<file path="config.mk">
export PLATFORM = sky130hd
export DESIGN_NAME = vfpu_lane_sequencer
export DESIGN_NICKNAME = d
export VERILOG_FILES = /design/src/rtl/vfpu_lane_sequencer.sv
export SDC_FILE = /design/constraint.sdc
export NUM_CORES = 1
export LEC_CHECK = 0
export ABC_AREA = 1
export BUFFER_PORTS_ARGS = -buffer_cell sky130_fd_sc_hd__buf_2
export CAP_MARGIN = 40
export CORE_MARGIN = 2
export CORE_UTILIZATION = 57
export DETAILED_ROUTE_END_ITERATION = 8
export GPL_TIMING_DRIVEN = 1
export PLACE_DENSITY = 0.86
export SKIP_CTS_REPAIR_TIMING = 1
export SYNTH_ARGS = -nofsm -noshare
export SYNTH_HDL_FRONTEND = slang
export SYNTH_HIERARCHICAL = 1
export SYNTH_SLANG_ARGS = --single-unit
export TNS_END_PERCENT = 5
</file>
<file path="constraint.sdc">
create_clock -name clk_i -period 3 [get_ports clk_i]
set_input_delay 0.6 -clock clk_i [delete_from_list [all_inputs] [get_ports clk_i]]
set_output_delay 0.6 -clock clk_i [all_outputs]
set_load 0.03 [all_outputs]
</file>
<file path="src/rtl/vfpu_lane_sequencer.sv">
// Vector FP lane sequencer: walks a job's active-lane mask, offering one lane
// per handshake to a shared FPU issue port, and bounds in-flight operations.

// Leading-one detector: index of the most significant set bit of i_vec.
module vfpu_lod #(
  parameter  int unsigned WIDTH = 8,
  localparam int unsigned IDX_W = $clog2(WIDTH)
) (
  input  logic [WIDTH-1:0] i_vec,
  output logic [IDX_W-1:0] o_idx,
  output logic             o_found
);

  // Ascending scan; the highest set bit overwrites any lower hit.
  always_comb begin
    o_idx   = '0;
    o_found = 1'b0;
    for (int unsigned i = 0; i < WIDTH; i++) begin
      if (i_vec[i]) begin
        o_idx   = IDX_W'(i);
        o_found = 1'b1;
      end
    end
  end

endmodule

module vfpu_lane_sequencer #(
  parameter int unsigned NUM_LANES = 8,
  parameter int unsigned OP_WIDTH  = 4,
  parameter int unsigned MAX_OUTST = 2
) (
  input  logic                         clk_i,
  input  logic                         rst_ni,
  input  logic                         clear_i,
  input  logic                         job_valid_i,
  output logic                         job_ready_o,
  input  logic [NUM_LANES-1:0]         job_mask_i,
  input  logic [OP_WIDTH-1:0]          job_op_i,
  output logic                         issue_valid_o,
  input  logic                         issue_ready_i,
  output logic [$clog2(NUM_LANES)-1:0] issue_lane_o,
  output logic [OP_WIDTH-1:0]          issue_op_o,
  output logic                         issue_last_o,
  input  logic                         resp_valid_i,
  output logic                         busy_o,
  output logic                         done_o,
  output logic                         err_o
);

  localparam int unsigned LANE_W = $clog2(NUM_LANES);
  localparam int unsigned CNT_W  = $clog2(MAX_OUTST + 1);

  typedef enum logic [1:0] {
    S_IDLE  = 2'd0,
    S_RUN   = 2'd1,
    S_DRAIN = 2'd2,
    S_DONE  = 2'd3
  } state_e;

  state_e               r_state;
  state_e               w_state_nxt;
  logic [NUM_LANES-1:0] r_mask;
  logic [NUM_LANES-1:0] w_mask_nxt;
  logic [NUM_LANES-1:0] w_mask_rev;
  logic [OP_WIDTH-1:0]  r_op;
  logic [OP_WIDTH-1:0]  w_op_nxt;
  logic [CNT_W-1:0]     r_outst;
  logic [CNT_W-1:0]     w_outst_cnt;
  logic [CNT_W-1:0]     w_outst_nxt;
  logic [LANE_W-1:0]    w_lod_idx;
  logic [LANE_W-1:0]    w_lane;
  logic                 w_lod_found;
  logic                 w_issue_valid;
  logic                 w_hs;
  logic                 w_last;
  logic                 w_err;

  // Reverse the pending mask so the leading-one detector finds the lowest lane.
  always_comb begin
    w_mask_rev = '0;
    for (int unsigned i = 0; i < NUM_LANES; i++) begin
      w_mask_rev[i] = r_mask[NUM_LANES-1-i];
    end
  end

  vfpu_lod #(
    .WIDTH (NUM_LANES)
  ) u_lod (
    .i_vec   (w_mask_rev),
    .o_idx   (w_lod_idx),
    .o_found (w_lod_found)
  );

  assign w_lane        = LANE_W'(NUM_LANES - 1) - w_lod_idx;
  assign w_last        = (r_mask != '0) && ((r_mask & (r_mask - NUM_LANES'(1))) == '0);
  assign w_issue_valid = (r_state == S_RUN) && w_lod_found && (r_outst < CNT_W'(MAX_OUTST));
  assign w_hs          = w_issue_valid && issue_ready_i;

  // Outstanding-count update; a response with nothing in flight is flagged, not counted.
  always_comb begin
    w_outst_cnt = r_outst;
    w_err       = 1'b0;
    if (w_hs && !resp_valid_i) begin
      w_outst_cnt = r_outst + CNT_W'(1);
    end else if (!w_hs && resp_valid_i) begin
      if (r_outst == '0) begin
        w_err = 1'b1;
      end else begin
        w_outst_cnt = r_outst - CNT_W'(1);
      end
    end
  end

  // Next-state and next-register logic; clear overrides everything.
  always_comb begin
    w_state_nxt = r_state;
    w_mask_nxt  = r_mask;
    w_op_nxt    = r_op;
    w_outst_nxt = w_outst_cnt;
    case (r_state)
      S_IDLE: begin
        if (job_valid_i) begin
          w_mask_nxt  = job_mask_i;
          w_op_nxt    = job_op_i;
          w_state_nxt = (job_mask_i == '0) ? S_DONE : S_RUN;
        end
      end
      S_RUN: begin
        if (w_hs) begin
          w_mask_nxt = r_mask & ~(NUM_LANES'(1) << w_lane);
          if (w_last) begin
            w_state_nxt = (w_outst_cnt == '0) ? S_DONE : S_DRAIN;
          end
        end
      end
      S_DRAIN: begin
        if (w_outst_cnt == '0) begin
          w_state_nxt = S_DONE;
        end
      end
      S_DONE: begin
        w_state_nxt = S_IDLE;
      end
      default: begin
        w_state_nxt = S_IDLE;
      end
    endcase
    if (clear_i) begin
      w_state_nxt = S_IDLE;
      w_mask_nxt  = '0;
      w_op_nxt    = '0;
      w_outst_nxt = '0;
    end
  end

  // State and datapath registers.
  always_ff @(posedge clk_i or negedge rst_ni) begin
    if (!rst_ni) begin
      r_state <= S_IDLE;
      r_mask  <= '0;
      r_op    <= '0;
      r_outst <= '0;
    end else begin
      r_state <= w_state_nxt;
      r_mask  <= w_mask_nxt;
      r_op    <= w_op_nxt;
      r_outst <= w_outst_nxt;
    end
  end

  assign job_ready_o   = (r_state == S_IDLE);
  assign busy_o        = (r_state != S_IDLE);
  assign done_o        = (r_state == S_DONE);
  assign issue_valid_o = w_issue_valid;
  assign issue_lane_o  = w_lane;
  assign issue_op_o    = r_op;
  assign issue_last_o  = w_last;
  assign err_o         = w_err;

endmodule
</file>
==> results.json, run 1 <==
{
  "status": "complete, no violations",
  "final-hold-violation-count": 0,
  "sequentialPowerShare_pct": 23.8,
  "via_per_inst": 5.47,
  "cts.clk_slew.worst_paths_ps": 100,
  "gp_congestion": 0.865,
  "synth_top_area_share_pct": 29.9,
  "synthDistinctLibCells": 32,
  "avgRoutedWirePerCell_um": 12.7,
  "die_h_um": 52.5,
  "rows": 17,
  "rrSetupSlack_ps": 1180,
  "clock_latency_ps": 290,
  "muxShareOfSynthArea_pct": 0,
  "cts_sinks": 16,
  "power_leakage_nw": 0.840,
  "slew_headroom_pct": 74.5,
  "grt_max_degree": 19,
  "worstPathRequired_ps": 2400,
  "grt_pass1_wl_um": 5070,
  "synth_area_leader_cell": "dfrtp_1",
  "synth_area_um2": 1340,
  "pwr-share-comb_pct": 69.2,
  "drt_iter0_drc": 65,
  "p_total_w": 0.00163,
  "wirelength_um": 3050,
  "p_int_w": 0.000704,
  "synth_top_family_by_area": "simple AND/OR/NAND/NOR gates",
  "seq_area_frac_synth_pct": 29.9,
  "grt_pass1_vias": 1206,
  "max-vdd-ir-drop_uv": 721,
  "fin_area_um2": 1520,
  "synth_xor_area_share_pct": 0,
  "clkPwrFrac_pct": 7.0,
  "final_nets": 239,
  "dieWidth_um": 52.5,
  "core_area_um2": 2210,
  "rsz0062_at_grt": "false",
  "setup_viol": 0,
  "fmax_mhz": 423,
  "synth-compound-area-share_pct": 16.3,
  "path_class": "reg2out",
  "ys_top_cells_by_area": "dfrtp_1 (30%), nand2_1 (11%), inv_1 (7.8%), ha_1 (6.5%), nand3_1 (6.0%)",
  "maxCapViolCount": 0,
  "layout_min_cycle_time_ps": 2370,
  "ant_nets": 0,
  "pwr_density_cell_nw_per_um2": 1070,
  "syn_to_final_growth_pct": 13.6,
  "cts_tree": "yes",
  "most-common-layout-cells": "nand2_1 (41), buf_2 (30), inv_1 (28)",
  "route.vias.total": 1313,
  "cts_buffer_depth": 2,
  "firstDrtPassIters": 5,
  "worstPathMaxFanout": 5,
  "fin_crit_sh_pct": 78.9,
  "dp_hpwl_um": 2400,
  "drive_above_1_share_pct": 28.8,
  "grt_overflow": 0,
  "initial_utilization_pct": 60.6,
  "start_kind": "flip-flop",
  "slew_viol_final": 0,
  "dpl_cell_area_um2": 1500,
  "port-buffer-count": 30,
  "yosys_register_bits": 16,
  "final_common_cell": "nand2_1",
  "tns_ps": 0,
  "worst_pin_slew_ps": 381,
  "drc": 0,
  "numCtsBuffers": 3,
  "ios": 31,
  "hold_class": "in2async",
  "diodes": 0,
  "synth_fa_ha_area_share_pct": 6.54,
  "fin_skew_ps": 11.9,
  "track_usage_pct": 24.7,
  "power.switching_w": 0.000923,
  "h-tree-depth": 1,
  "worst_setup_path_end_kind": "primary output",
  "synth_nets": 207,
  "synth.avg_cell_area_um2": 7.36,
  "syn_inst": 182,
  "swShare_pct": 56.8,
  "cp.arrival_ps": 1770,
  "setup_slack_ps": 634,
  "pre_cts_ws_ps": 975,
  "timing.hold.ws_ps": 210,
  "cts-root-buf": "clkbuf_4",
  "antenna_found_initial": 0,
  "yosys.area_share.simple_pct": 34.6,
  "die_area_um2": 2750,
  "yosys_warnings": 6
}
## synth_stat cells
cell type	n
nand2_1	41
inv_1	28
dfrtp_1	16
nand3_1	16
nor2_1	15
o21ai_0	9
ha_1	7
o221ai_1	6
inv_2	5
nand2_2	4
o21a_1	4
nor2_4	3
a21oi_2	2
a22oi_2	2
buf_2	2
buf_6	2
inv_4	2
nand4_1	2
nor2_2	2
nor4_1	2
a21oi_1	1
a31oi_1	1
nand2_4	1
nand3_2	1
nand4_4	1
nor2_8	1
nor3_1	1
nor3_2	1
o211ai_1	1
o21ai_1	1
o21ai_2	1
o21ai_4	1
## state kept, by name, summed over array words and instances, names as in the netlist
signal,cells
r_mask,8
issue_op_o,4
r_outst,2
r_state,2
## worst max-delay path, cell delays in order, from the launching register on
cell	delay, ps
dfrtp_1	430
inv_1	80
nand2_1	70
nor3_1	130
nand3_1	210
nand4_4	180
nand2_1	90
nor2_1	90
buf_2	200
## per-layer routing
metal | track usage, % | wire, um
met4 | 7.26 | 48
met1 | 33.5 | 1350
met2 | 40.6 | 1410
met5 | 0 | 0
met3 | 3.43 | 248
## cell families after synthesis
kind of cell	count (synthesis)
compound gates	29
fa+ha+maj	7
buf+inv	39
flops	16
simple gates	91
## power by group through the flow
stage	registers, W	clock network (W)	logic [W]
6_report	0.000387	0.000114	0.00113
5_1_grt	0.000400	0.000125	0.00124
4_1_cts	0.000384	0.000118	0.00112
3_5_place_dp	0.000388	0	0.00111
3_3_place_gp	0.000380	0	0.00108
2_1_floorplan	0.000396	0	0.000871
## per-stage QoR
stage,utilization (%),cells
6_report,68.8,240
3_5_place_dp,67.8,237
2_1_floorplan,-,182
5_1_grt,68.8,240
4_1_cts,68.8,240
3_3_place_gp,67.8,237
## final timing paths
path / startpoint / endpoint / cells after the start
max in group asynchronous: rst_ni / r_state[0]$_DFFE_PN0P_ / 1
setup reg to reg: r_state[1]$_DFFE_PN0P_ / r_state[1]$_DFFE_PN0P_ / 12
setup / recovery: r_mask[5]$_DFFE_PN0P_ / err_o / 8
hold reg to reg: issue_op_o[3]$_DFFE_PN0P_ / issue_op_o[3]$_DFFE_PN0P_ / 2
hold / removal: rst_ni / r_mask[0]$_DFFE_PN0P_ / 1
min in group clk_i: issue_op_o[3]$_DFFE_PN0P_ / issue_op_o[3]$_DFFE_PN0P_ / 2
## cell type report
type                    count  area [um^2]
clock buffers               3         22.5
repair buffers             31          158
multi-input cells         127          771
flip-flops and latches     16          400
inverters                  35          136
well taps                  28         35.0
fillers                   179          689
(Power assumes the default switching activity.)
==> inputs of run 2 (changes only) <==
Settings changed: CORE_ASPECT_RATIO set to 0.5, CORE_UTILIZATION 57 to 48, PLACE_DENSITY 0.86 to 0.77.
Clock period 3 ns to 2.1 ns, I/O delays scaled along.
==> run 2 against run 1 <==
Sequential power grew 45%. Clock power grew 100%. Via count fell by 1.9%. First-iteration DRC count grew 43%. Design area is 4.8% higher. Non-clock buffer count is 3 higher. Critical path depth did not move. Core utilization is 7.9 points lower. Sequential share of layout area fell by 1.2 points. Combinational power rose by 45%. Critical path type unchanged.
==> results.json, run 2 (synthesis results as in run 1) <==
{
  "status": "complete, no violations",
  "initial_utilization_pct": 51.2,
  "via_per_inst": 5.11,
  "final_common_cell": "nand2_1",
  "firstDrtPassIters": 4,
  "die_h_um": 41.4,
  "grt_pass1_wl_um": 4440,
  "grt_pass1_vias": 1025,
  "die_area_um2": 3260,
  "cts_tree": "yes",
  "timing.hold.ws_ps": 77.3,
  "pwr_density_cell_nw_per_um2": 1520,
  "dieWidth_um": 78.7,
  "wirelength_um": 2930,
  "diodes": 0,
  "hold_class": "in2async",
  "tns_ps": 0,
  "grt_max_degree": 17,
  "drive_above_1_share_pct": 31.2,
  "grt_overflow": 0,
  "cts_buffer_depth": 2,
  "slew_viol_final": 0,
  "fin_crit_sh_pct": 97.8,
  "path_class": "reg2out",
  "antenna_found_initial": 0,
  "final_util_pct": 61.0,
  "timing.rr.start": "r_mask[5]$_DFFE_PN0P_",
  "cts-root-buf": "clkbuf_8",
  "gp_congestion": 0.911,
  "slew_headroom_pct": 75.2,
  "cts.clk_slew.worst_paths_ps": 60,
  "start_kind": "flip-flop",
  "rows": 13,
  "port-buffer-count": 30,
  "n_fill_cell": 240,
  "final_cells": 252,
  "dp_hpwl_um": 2280,
  "final_nets": 242,
  "layout_min_cycle_time_ps": 2050,
  "largest_reg_flops": 8,
  "cp.arrival_ps": 1630,
  "maxCapViolCount": 0,
  "max-vdd-ir-drop_uv": 797,
  "ant_nets": 0,
  "fmax_mhz": 487,
  "rrSetupSlack_ps": 230,
  "route.vias.total": 1288,
  "worst_setup_path_end_kind": "primary output",
  "syn_to_final_growth_pct": 19.1,
  "r2r-end": "r_state[0]$_DFFE_PN0P_",
  "core_area_um2": 2620,
  "crit_path_start": "r_mask[5]$_DFFE_PN0P_",
  "multi_input_area_um2": 790,
  "worstPathMaxFanout": 5,
  "final-hold-violation-count": 0,
  "avgRoutedWirePerCell_um": 11.6,
  "ios": 31,
  "power_leakage_nw": 0.865,
  "drc": 0,
  "fin_skew_ps": 3.83,
  "dp_cells": 246,
  "rr_worst_depth": 15,
  "setup_viol": 0,
  "drt_iter0_drc": 93,
  "regMostFlops": "r_mask",
  "worst_pin_slew_ps": 372,
  "clock_latency_ps": 250,
  "cts_sinks": 16,
  "h-tree-depth": 1,
  "seqCellArea_um2": 400,
  "crit_path_end": "issue_valid_o",
  "track_usage_pct": 18.7,
  "p_total_w": 0.00243,
  "most-common-layout-cells": "nand2_1 (40), buf_2 (29), inv_1 (28)",
  "numCtsBuffers": 3,
  "worstPathRequired_ps": 1680
}
==> run 2: changes by cell type in the layout (fill, tap and decap cells not counted), sizes merged <==
cell,previous run,this run
buf,31,34
==> run 2: worst max-delay path, cell delays in order (launching register included) <==
cell     delay [ps]
dfrtp_1         410
inv_1           100
nand2_2          80
nor3_4          200
nand3_2         140
buf_4           170
nand2_4          70
nor2_4           40
buf_2           180
==> run 2: power by group <==
group	internal (W)	leakage (nW)	total [W]	switching [W]
Combinational	0.000552	0.639	0.00164	0.00109
Sequential	0.000428	0.204	0.000560	0.000132
Clock	0.000127	0.0216	0.000228	0.000101
Total	0.00111	0.865	0.00243	0.00132
==> run 2: worst min-delay path by stage <==
| stage | start | endpoint |
|---|---|---|
| after floorplan | rst_ni | issue_op_o[0]$_DFFE_PN0P_ |
| after global placement | rst_ni | issue_op_o[2]$_DFFE_PN0P_ |
| after detailed placement | rst_ni | issue_op_o[2]$_DFFE_PN0P_ |
| after CTS | rst_ni | issue_op_o[2]$_DFFE_PN0P_ |
| after global routing | rst_ni | issue_op_o[1]$_DFFE_PN0P_ |
| final | rst_ni | issue_op_o[2]$_DFFE_PN0P_ |
==> run 2: area by class of cell <==
class / count / share of cell area [%]
Timing Repair Buffer: 34 / 11.4
Multi-Input combinational cell: 127 / 49.5
Clock buffer: 3 / 2.59
Sequential cell: 16 / 25.1
Tap cell: 37 / 2.90
Inverter: 35 / 8.54
==> run 2: routing by layer <==
layer	track usage [%]	part of all wire, %
met5	0	0
met4	5.26	1.3
met3	4.53	4.6
met2	32.9	48
met1	24.1	46
==> run 2: metrics by stage <==
step / worst slack [ps] / cell area (um^2)
6_report: 46.6 / 1600
5_1_grt: -23.6 / 1600
4_1_cts: -47.3 / 1550
3_5_place_dp: 229 / 1510
3_3_place_gp: 292 / 1510
2_1_floorplan: 226 / 1340
==> inputs of run 3 (changes only) <==
Settings changed: PLACE_DENSITY 0.77 to 0.71.
==> run 3 against run 2 <==
Die area stayed put. Largest power group unchanged. Critical path depth stayed put. Non-clock buffer count is 2 lower. Wire length is 6.3% lower. Sequential share of layout area is 0.098 points higher.
==> results.json, run 3 (synthesis results as in run 1) <==
{
  "status": "complete, no violations",
  "hold_class": "in2async",
  "grt_pass1_vias": 951,
  "worstPathRequired_ps": 1680,
  "slew_viol_final": 0,
  "most-common-layout-cells": "nand2_1 (41), buf_2 (29), inv_1 (28)",
  "cts_sinks": 16,
  "rsz0062_at_grt": "true",
  "antenna_found_initial": 0,
  "start_kind": "flip-flop",
  "drc": 0,
  "setup_viol": 0,
  "grt_max_degree": 17,
  "fin_skew_ps": 3.85,
  "pwr_density_cell_nw_per_um2": 1530,
  "sequentialPowerShare_pct": 23.0,
  "setup_slack_ps": 128,
  "diodes": 0,
  "drt_iter0_drc": 35,
  "fmax_mhz": 507,
  "port-buffer-count": 30,
  "grt_overflow": 0,
  "gp_congestion": 0.817,
  "fin_crit_sh_pct": 93.9,
  "firstDrtPassIters": 4,
  "drive_above_1_share_pct": 31.3,
  "ant_nets": 0,
  "worstPathMaxFanout": 5,
  "dieWidth_um": 78.7,
  "syn_to_final_growth_pct": 19.0,
  "pre_cts_ws_ps": 269,
  "slew_headroom_pct": 75.2,
  "rows": 13,
  "timing.hold.ws_ps": 75.9,
  "tns_ps": 0,
  "via_per_inst": 4.82,
  "avgRoutedWirePerCell_um": 10.9,
  "swShare_pct": 53.6,
  "path_class": "reg2out",
  "worst_setup_path_end_kind": "primary output",
  "final-hold-violation-count": 0,
  "numCtsBuffers": 3,
  "layout_min_cycle_time_ps": 1970,
  "dp_hpwl_um": 2230,
  "final_util_pct": 60.9,
  "final_common_cell": "nand2_1",
  "final_nets": 240,
  "cp.arrival_ps": 1550,
  "die_h_um": 41.4,
  "p_total_w": 0.00243,
  "power.switching_w": 0.00130,
  "cts.clk_slew.worst_paths_ps": 60,
  "power_leakage_nw": 0.862,
  "route.vias.total": 1209,
  "die_area_um2": 3260,
  "p_int_w": 0.00113,
  "max-vdd-ir-drop_uv": 796,
  "h-tree-depth": 1,
  "cts_tree": "yes",
  "clock_latency_ps": 250,
  "track_usage_pct": 17.8,
  "maxCapViolCount": 0,
  "largest_reg_flops": 8,
  "pwr-share-comb_pct": 65.8,
  "clkPwrFrac_pct": 11.2,
  "worst_pin_slew_ps": 372,
  "cts_buffer_depth": 2,
  "wirelength_um": 2740,
  "core_area_um2": 2620,
  "initial_utilization_pct": 51.2,
  "regMostFlops": "r_mask",
  "grt_pass1_wl_um": 4280,
  "cts-root-buf": "clkbuf_8",
  "ios": 31
}
-- run 3: per-layer routing --
metal  vias to the layer above  routed length, um  GRT usage [%]
met3                         0                171           5.39
met5                         -                  0              0
met1                       518               1360           24.9
li1                        652                  -              -
met4                         0                  0           1.32
met2                        39               1210           29.1
-- run 3: layout make-up --
class	count	area [um^2]
flip-flops and latches	16	402
well taps	37	46.3
fillers	250	1020
inverters	35	136
repair buffers	32	168
clock buffers	4	55.1
multi-input cells	127	788
-- run 3: path summary, 6_finish.rpt --
kind	slack [ps]	to	startpoint	depth (start not counted)
worst min register to register	510	issue_op_o[2]$_DFFE_PN0P_	issue_op_o[2]$_DFFE_PN0P_	2
worst max register to register	340	r_state[0]$_DFFE_PN0P_	r_mask[5]$_DFFE_PN0P_	15
max in group asynchronous	1730	r_mask[0]$_DFFE_PN0P_	rst_ni	1
worst min-delay path	80	r_mask[5]$_DFFE_PN0P_	rst_ni	1
min in group clk_i	390	issue_op_o[3]$_DFFE_PN0P_	job_op_i[3]	3
worst max-delay path	130	err_o	r_mask[5]$_DFFE_PN0P_	8
-- run 3: through the flow --
stage | cell area, um^2 | std cells
global route | 1600 | 251
floorplan | 1340 | 182
finish | 1600 | 251
detailed placement | 1510 | 246
CTS | 1570 | 250
global placement | 1510 | 246
-- run 3: power groups by stage --
stage	Clock (W)	Combinational [W]	Sequential [W]
floorplan	0	0.00124	0.000566
finish	0.000273	0.00160	0.000561
global route	0.000295	0.00180	0.000584
CTS	0.000284	0.00158	0.000546
detailed placement	0	0.00157	0.000549
global placement	0	0.00156	0.000545
-- run 3: worst max-delay path, cell delays in order, from the launching register on --
cell and delay, ps:
dfrtp_1 410, inv_1 80, nand2_1 80, nor3_2 130
nand3_2 130, nand4_4 140, nand2_1 70, nor2_1 90
buf_4 160
